## src/rtl/gpu_cmd_sequencer.sv

```systemverilog
// gpu_cmd_sequencer: buffers {cmd,param} requests and serialises them onto the GPU command bus
//   clk         rising-edge clock
//   clr         async active-high reset (shared with the GPU)
//   req_valid   CPU request present; transfer on req_valid & req_ready
//   req_ready   FIFO has room
//   req_cmd     command code, legal range CMD_LO..CMD_HI
//   req_param   parameter word
//   cpuline     registered word on the GPU command bus, 0 when idle
//   busy        FIFO non-empty or a command sequence in flight
//   err_illegal single-cycle pulse when an illegal command is dropped
//   fifo_level  FIFO occupancy, 0..DEPTH
module gpu_cmd_sequencer #(
    parameter int          DEPTH  = 4,
    parameter int          AW     = 2,
    parameter logic [15:0] CMD_LO = 16'hC0,
    parameter logic [15:0] CMD_HI = 16'hC6
) (
    input  logic          clk,
    input  logic          clr,
    input  logic          req_valid,
    output logic          req_ready,
    input  logic [15:0]   req_cmd,
    input  logic [15:0]   req_param,
    output logic [15:0]   cpuline,
    output logic          busy,
    output logic          err_illegal,
    output logic [AW:0]   fifo_level
);
    typedef enum logic [2:0] {IDLE, ALIGN, CMD, PARAM, EXEC} state_t;
    state_t state, state_nxt;
    logic ph, ph_nxt, push, pop, empty, legal;
    logic [15:0] mem_cmd [DEPTH];
    logic [15:0] mem_param [DEPTH];
    logic [AW-1:0] wr_ptr, rd_ptr;
    logic [AW:0] level;
    logic [15:0] hold_cmd, hold_param, head_cmd, head_param, cpuline_nxt;

    always_comb begin
        head_cmd    = mem_cmd[rd_ptr];
        head_param  = mem_param[rd_ptr];
        empty       = level == '0;
        legal       = head_cmd >= CMD_LO && head_cmd <= CMD_HI;
        req_ready   = level < (AW+1)'(DEPTH);
        push        = req_valid && req_ready;
        // mirror of the GPU nopstate: toggles while it latches NOPs, word pair 0->1->0, exec slot pins it to 0
        ph_nxt      = (state == IDLE || state == ALIGN) ? ~ph : (state == CMD);
        state_nxt   = state;
        pop         = 1'b0;
        err_illegal = 1'b0;
        case (state)
            IDLE: if (!empty) begin
                pop = 1'b1;
                if (legal) state_nxt = ph_nxt ? ALIGN : CMD;
                else err_illegal = 1'b1;
            end
            ALIGN: state_nxt = CMD;
            CMD:   state_nxt = PARAM;
            PARAM: state_nxt = EXEC;
            EXEC: if (!empty && legal) begin
                pop = 1'b1;
                state_nxt = CMD;
            end else state_nxt = IDLE;
            default: state_nxt = IDLE;
        endcase
        // CMD entered straight from a pop takes the head directly, since hold regs load on the same edge
        cpuline_nxt = state_nxt == CMD ? (pop ? head_cmd : hold_cmd) :
                      state_nxt == PARAM ? hold_param : 16'h0;
        busy        = !empty || state != IDLE;
        fifo_level  = level;
    end

    always_ff @(posedge clk) begin
        if (push) begin
            mem_cmd[wr_ptr]   <= req_cmd;
            mem_param[wr_ptr] <= req_param;
        end
    end

    always_ff @(posedge clk or posedge clr) begin
        if (clr) begin
            state      <= IDLE;
            ph         <= 1'b0;
            wr_ptr     <= '0;
            rd_ptr     <= '0;
            level      <= '0;
            hold_cmd   <= '0;
            hold_param <= '0;
            cpuline    <= '0;
        end else begin
            state   <= state_nxt;
            ph      <= ph_nxt;
            cpuline <= cpuline_nxt;
            level   <= level + (AW+1)'(push) - (AW+1)'(pop);
            if (push) wr_ptr <= wr_ptr + AW'(1);
            if (pop) begin
                rd_ptr     <= rd_ptr + AW'(1);
                hold_cmd   <= head_cmd;
                hold_param <= head_param;
            end
        end
    end
endmodule
```

## config.mk

```make
export PLATFORM = sky130hd
export DESIGN_NAME = gpu_cmd_sequencer
export DESIGN_NICKNAME = d
export VERILOG_FILES = /design/src/rtl/gpu_cmd_sequencer.sv
export SDC_FILE = /design/constraint.sdc
export NUM_CORES = 1
export LEC_CHECK = 0
export BUFFER_PORTS_ARGS = -buffer_cell sky130_fd_sc_hd__buf_2
export CORE_AREA = 5 5 135 105
export DETAILED_ROUTE_END_ITERATION = 8
export DIE_AREA = 0 0 140 110
export PLACE_DENSITY = 0.77
export SYNTH_ARGS = -nofsm -noshare
export SYNTH_HDL_FRONTEND = slang
export SYNTH_SLANG_ARGS = --single-unit
export TNS_END_PERCENT = 20
```

## constraint.sdc

```tcl
create_clock -name clk -period 3.85 [get_ports clk]
set_input_delay 0.385 -clock clk [delete_from_list [all_inputs] [get_ports clk]]
set_output_delay 0.385 -clock clk [all_outputs]
set_load 0.03 [all_outputs]
```

# Word level (Yosys, flattened, before mapping)
# Memories as Yosys holds them, arrays and structs flattened. A register that Yosys moved wholly into a read port is not among the register bits.
# Index checks and enable logic that the tools add are counted.
# totals
register_bits	43
ram_bits	128
in_bits	35
output_inout_bits	22
elab_cells	49
mem_count	2
# memory_table
memory	depth	word_bits	read_ports	rd_ports_with_merged_regs	write_ports	line_no	text
mem_cmd	4	16	1	0	1	32	logic [15:0] mem_cmd [DEPTH];
mem_param	4	16	1	1	1	33	logic [15:0] mem_param [DEPTH];
# op_classes
addsub	4
magnitude_cmp	3
n_eq_ne	6
muxes	17
n_bitwise	1
n_reduce_logical	9
# op_table
op	count
two-way mux 16 bit	3
>= comparator 16 x 8 -> 1 bit, second input constant	1
less-or-equal comparator 16 x 8 -> 1 bit, second input constant	1
case mux 3 bit (5 select lines)	1
equality test 3 x 2 -> 1 bit, second input constant	4
two-way mux 1 bit	8
zero test 3 bit	2
two-way mux 3 bit	2
adder 2 x 1 -> 2 bit, second input constant	2
two-way mux 2 bit	2
adder 3 x 1 -> 3 bit	1
equality test 3 x 1 -> 1 bit, second input constant	1
equality test 3 bit, second input constant	1
logical AND 1 bit	3
less-than comparator 3 bit, second input constant	1
nonzero test 3 bit	1
subtractor 3 x 1 -> 3 bit	1
logical OR 1 bit	2
case mux 1 bit (2 select lines)	1
zero test 1 bit	1
NOT 1 bit	1

# Logic depth before layout (Yosys ltp)
# depth
ltp_word	10
depth_mapped	15
depth_no_buf	11

# Worst setup path before layout
# Ideal clock, no wire load.
# synth_timing
path_kind	register to register
from	reg rd_ptr[1]
to	reg level[2], in the netlist fifo_level[2]
setup_ns	0.135
arrival_time_ns	3.345
required_ns	3.715
slack_ns	0.370
stages_incl_launch_ff	16
path_buffers	4
synth_period_minus_slack_ns	3.480
cell_sequence	dfrtp_1 -> clkbuf_1 -> buf_2 -> mux4_2 -> nor3b_1 -> nand2_1 -> o21a_1 -> nand2b_4 -> buf_6 -> buf_6 -> xnor2_1 -> ha_1 -> inv_1 -> fa_1 -> xnor2_1 -> xnor2_1
# synth_between
elab_chain_len	7
word_cells_on_any_way	8
cone_classes	add/sub (1); order compare (2); mux (2); reduce/logical (2); memory (1)
# synth_rtl
item	line_no	text
from (decl)	34	logic [AW-1:0] wr_ptr, rd_ptr;
from (signal assigned)	96	rd_ptr <= rd_ptr + AW'(1);
memory (4 x 16 bit) *	n/a	
>= comparator 16 x 8 -> 1 bit or less-or-equal comparator 16 x 8 -> 1 bit (tied branches)	42	legal = head_cmd >= CMD_LO && head_cmd <= CMD_HI;
logical AND 1 bit *	42	
logical AND 1 bit *	59	EXEC: if (!empty && legal) begin
two-way mux 1 bit *	59	
case mux 1 bit (2 select lines) *	50	case (state)
subtractor 3 x 1 -> 3 bit *	93	level <= level + (AW+1)'(push) - (AW+1)'(pop);
to (signal assigned)	93	
to (decl)	35	logic [AW:0] level;
# Mark *: on every way between the ends. The rest lies on a longest branch, timed or not.
# A chain may end at the register's enable or synchronous reset.

# Worst setup path in the final report
# layout_timing
from	reg rd_ptr[0]
to	reg level[2], in the netlist fifo_level[2]
# The elaborated chain is that of the path after synthesis.

==> impl_metrics.json <==
{
  "status": "completed",
  "drc_errors": 0,
  "ys_seq_area_frac": 0.733,
  "layout.nets": 478,
  "avgSynthCellArea_sq_um": 19.7,
  "firstDrtPassIters": 7,
  "htree_num_levels": 4,
  "grt_pass1_wl_um": 21300,
  "min_period_ns": 3.48,
  "layout.cells.most_common": "edfxtp_1",
  "rsz0062_at_grt": "no",
  "max_stage_delay_ns": 0.67,
  "n_antenna_cell": 0,
  "synth_area_sq_mm": 0.00726,
  "postSynthCellCount": 369,
  "die_x_um": 140,
  "relSlewSlack": 0.377,
  "path_class": "register to register",
  "p_per_area_mw_per_mm2": 870,
  "n_fill_cell": 870,
  "dieHeight_um": 110,
  "yosysWarnings": 0,
  "synth_top_area_share": 0.530,
  "worstMarginPinSlew_ns": 0.927,
  "hold_viol_final": 0,
  "cts-buffers-inserted": 17,
  "area_growth_pct": 15.5,
  "end_kind": "register",
  "ios": 57,
  "yosysUniqueCellTypes": 38,
  "crit_fanout": 15,
  "worst_setup_path_start_kind": "register",
  "critPathMostFrequentCell": "xnor2_1",
  "path_delay_family": "simple AND/OR/NAND/NOR gates",
  "required_ns": 4.19,
  "cts_buffer_depth": 2,
  "final.setup_skew_ns": 0.0101,
  "setup_tns_ns": 0,
  "antenna_found_initial": 0,
  "cts_num_sinks": 187,
  "place_hpwl_um": 8400,
  "grt_overflow": 0,
  "clock_latency_ns": 0.42,
  "clkSlewWorstSetupHoldPaths_ns": 0.07,
  "route.vias.total": 3547,
  "fmax_mhz": 288,
  "synth_area_leaders": "edfxtp_1 (53%), dfrtp_1 (20%), mux4_2 (9.9%)",
  "wl_um": 13300,
  "cts_root_buffer": "clkbuf_16",
  "drtAntennaViolNets": 0,
  "viasPerCell": 5.71,
  "syn_nets": 410,
  "holdCritPathClass": "primary input to asynchronous set/reset pin",
  "cp_num_buf_inv": 1,
  "drt-initial-drc-count": 306,
  "area.sequential_sq_mm": 0.00532,
  "slew_violations": 0,
  "cts_tree": "yes",
  "finalWorstSetupSlack_ns": 0.372,
  "initial_core_util": 0.571,
  "gp_congestion": 0.793,
  "grt_pass1_vias": 3846,
  "cts-resized-gates": 0,
  "synth_top_cell_by_area": "edfxtp_1",
  "track_usage": 0.187,
  "finalSetupViolCount": 0,
  "ir_drop_uv": 541,
  "cellLeakagePower_nw": 3.21,
  "core_sq_mm": 0.0127,
  "mostFrequentLayoutCells": "edfxtp_1 (128), dfrtp_1 (58), buf_2 (56)",
  "worstPathCellList": "mux4_2 > nor4b_2 > nand3_4 > o21a_1 > nand2b_4 > xnor2_1 > ha_1 > inv_1 > fa_1 > xnor2_1 > xnor2_1",
  "drive_gt1_frac": 0.349,
  "grt_start_max_net_pins": 34,
  "dp_slack_ns": 0.334,
  "dieArea_sq_mm": 0.0154,
  "maxCapViolCount": 0,
  "routedWlPerCell_um": 21.5,
  "ys_ff_latch": 187,
  "multi_input_area_sq_mm": 0.00180,
  "cts_setup_buffers": 0,
  "crit_arrival_ns": 3.82,
  "slowest_stage": "dfrtp_2",
  "fp-row-count": 36,
  "io_buffers": 56,
  "hold_buffers": 0,
  "finalCritPeriodShare": 0.903
}
path summary, 6_finish.rpt:
path	cells after the start	slack (ns)	to	from
worst max-delay path	11	0.37	fifo_level[2]	rd_ptr[0]
worst min-delay path	2	0.01	wr_ptr[0]	clr
worst max register to register	11	0.37	fifo_level[2]	rd_ptr[0]
worst min register to register	1	0.50	cpuline[7]	hold_param[7]
max in group asynchronous	3	2.96	rd_ptr[0]	clr
min in group clk	1	0.17	mem_cmd[3][7]	req_cmd[7]
flip-flops by register name (all words and copies together) (netlist names):
name / count
fifo_level: 3
hold_param: 16
wr_ptr: 2
mem_cmd: 64
ph: 1
hold_cmd: 16
mem_param: 64
rd_ptr: 2
cpuline: 16
state: 3
synth_stat cells (all sizes together):
master  instances
a22o           27
or3             1
fa              1
a21o           12
edfxtp        128
mux2i           5
nand4           4
ha              5
inv             7
a221o           4
nand2           8
clkbuf         12
o21a            2
mux4           32
nand2b          1
o31ai           1
o32ai           1
xnor2           7
mux2           16
dfrtp          59
nor3            3
nor2            5
o21ai           2
a211oi          1
nor4            1
nor3b           2
nand3           3
nor2b           3
buf             9
nor4b           1
and2            4
nand3b          1
or4             1
through the flow:
| step | power [mW] | area, sq um | hold WS [ns] | util | instances |
|---|---|---|---|---|---|
| after floorplan | 4.89 | 7260 | 0.467 | - | 369 |
| after global placement | 5.46 | 7770 | 0.449 | 0.612 | 589 |
| after detailed placement | 5.56 | 7770 | 0.472 | 0.612 | 589 |
| after CTS | 7.36 | 8380 | 0.0224 | 0.660 | 621 |
| after global routing | 7.69 | 8380 | 0.0587 | 0.660 | 621 |
| final | 7.29 | 8380 | 0.00997 | 0.660 | 621 |
where the power goes:
part	switching [mW]	leakage [nW]	internal, mW
sequential	0.289	1.88	2.68
combinational	1.34	1.03	1.19
clock	0.752	0.292	1.03
routing by layer:
metal,global-route usage,share of wire
met5,0,0
met1,0.254,0.44
met2,0.307,0.49
met3,0.0487,0.061
met4,0.0512,0.0063
cell families (layout without fill, tap and decap cells):
group | count (synthesis) | after routing | synth area share
compound gates | 50 | 50 | 0.0590
mux | 53 | 53 | 0.135
fa+ha+maj | 6 | 6 | 0.0114
flops | 187 | 187 | 0.733
simple gates | 38 | 38 | 0.0340
buf+inv | 28 | 109 | 0.0197
xor+xnor | 7 | 7 | 0.00845
final cells by class:
| class | instances | share of cell area |
|---|---|---|
| repair buffers | 70 | 0.0490 |
| clock inverters | 15 | 0.0221 |
| inverters | 7 | 0.00313 |
| flip-flops and latches | 187 | 0.635 |
| well taps | 171 | 0.0255 |
| clock buffers | 17 | 0.0507 |
| multi-input cells | 154 | 0.215 |
(Power assumes the default switching activity.)
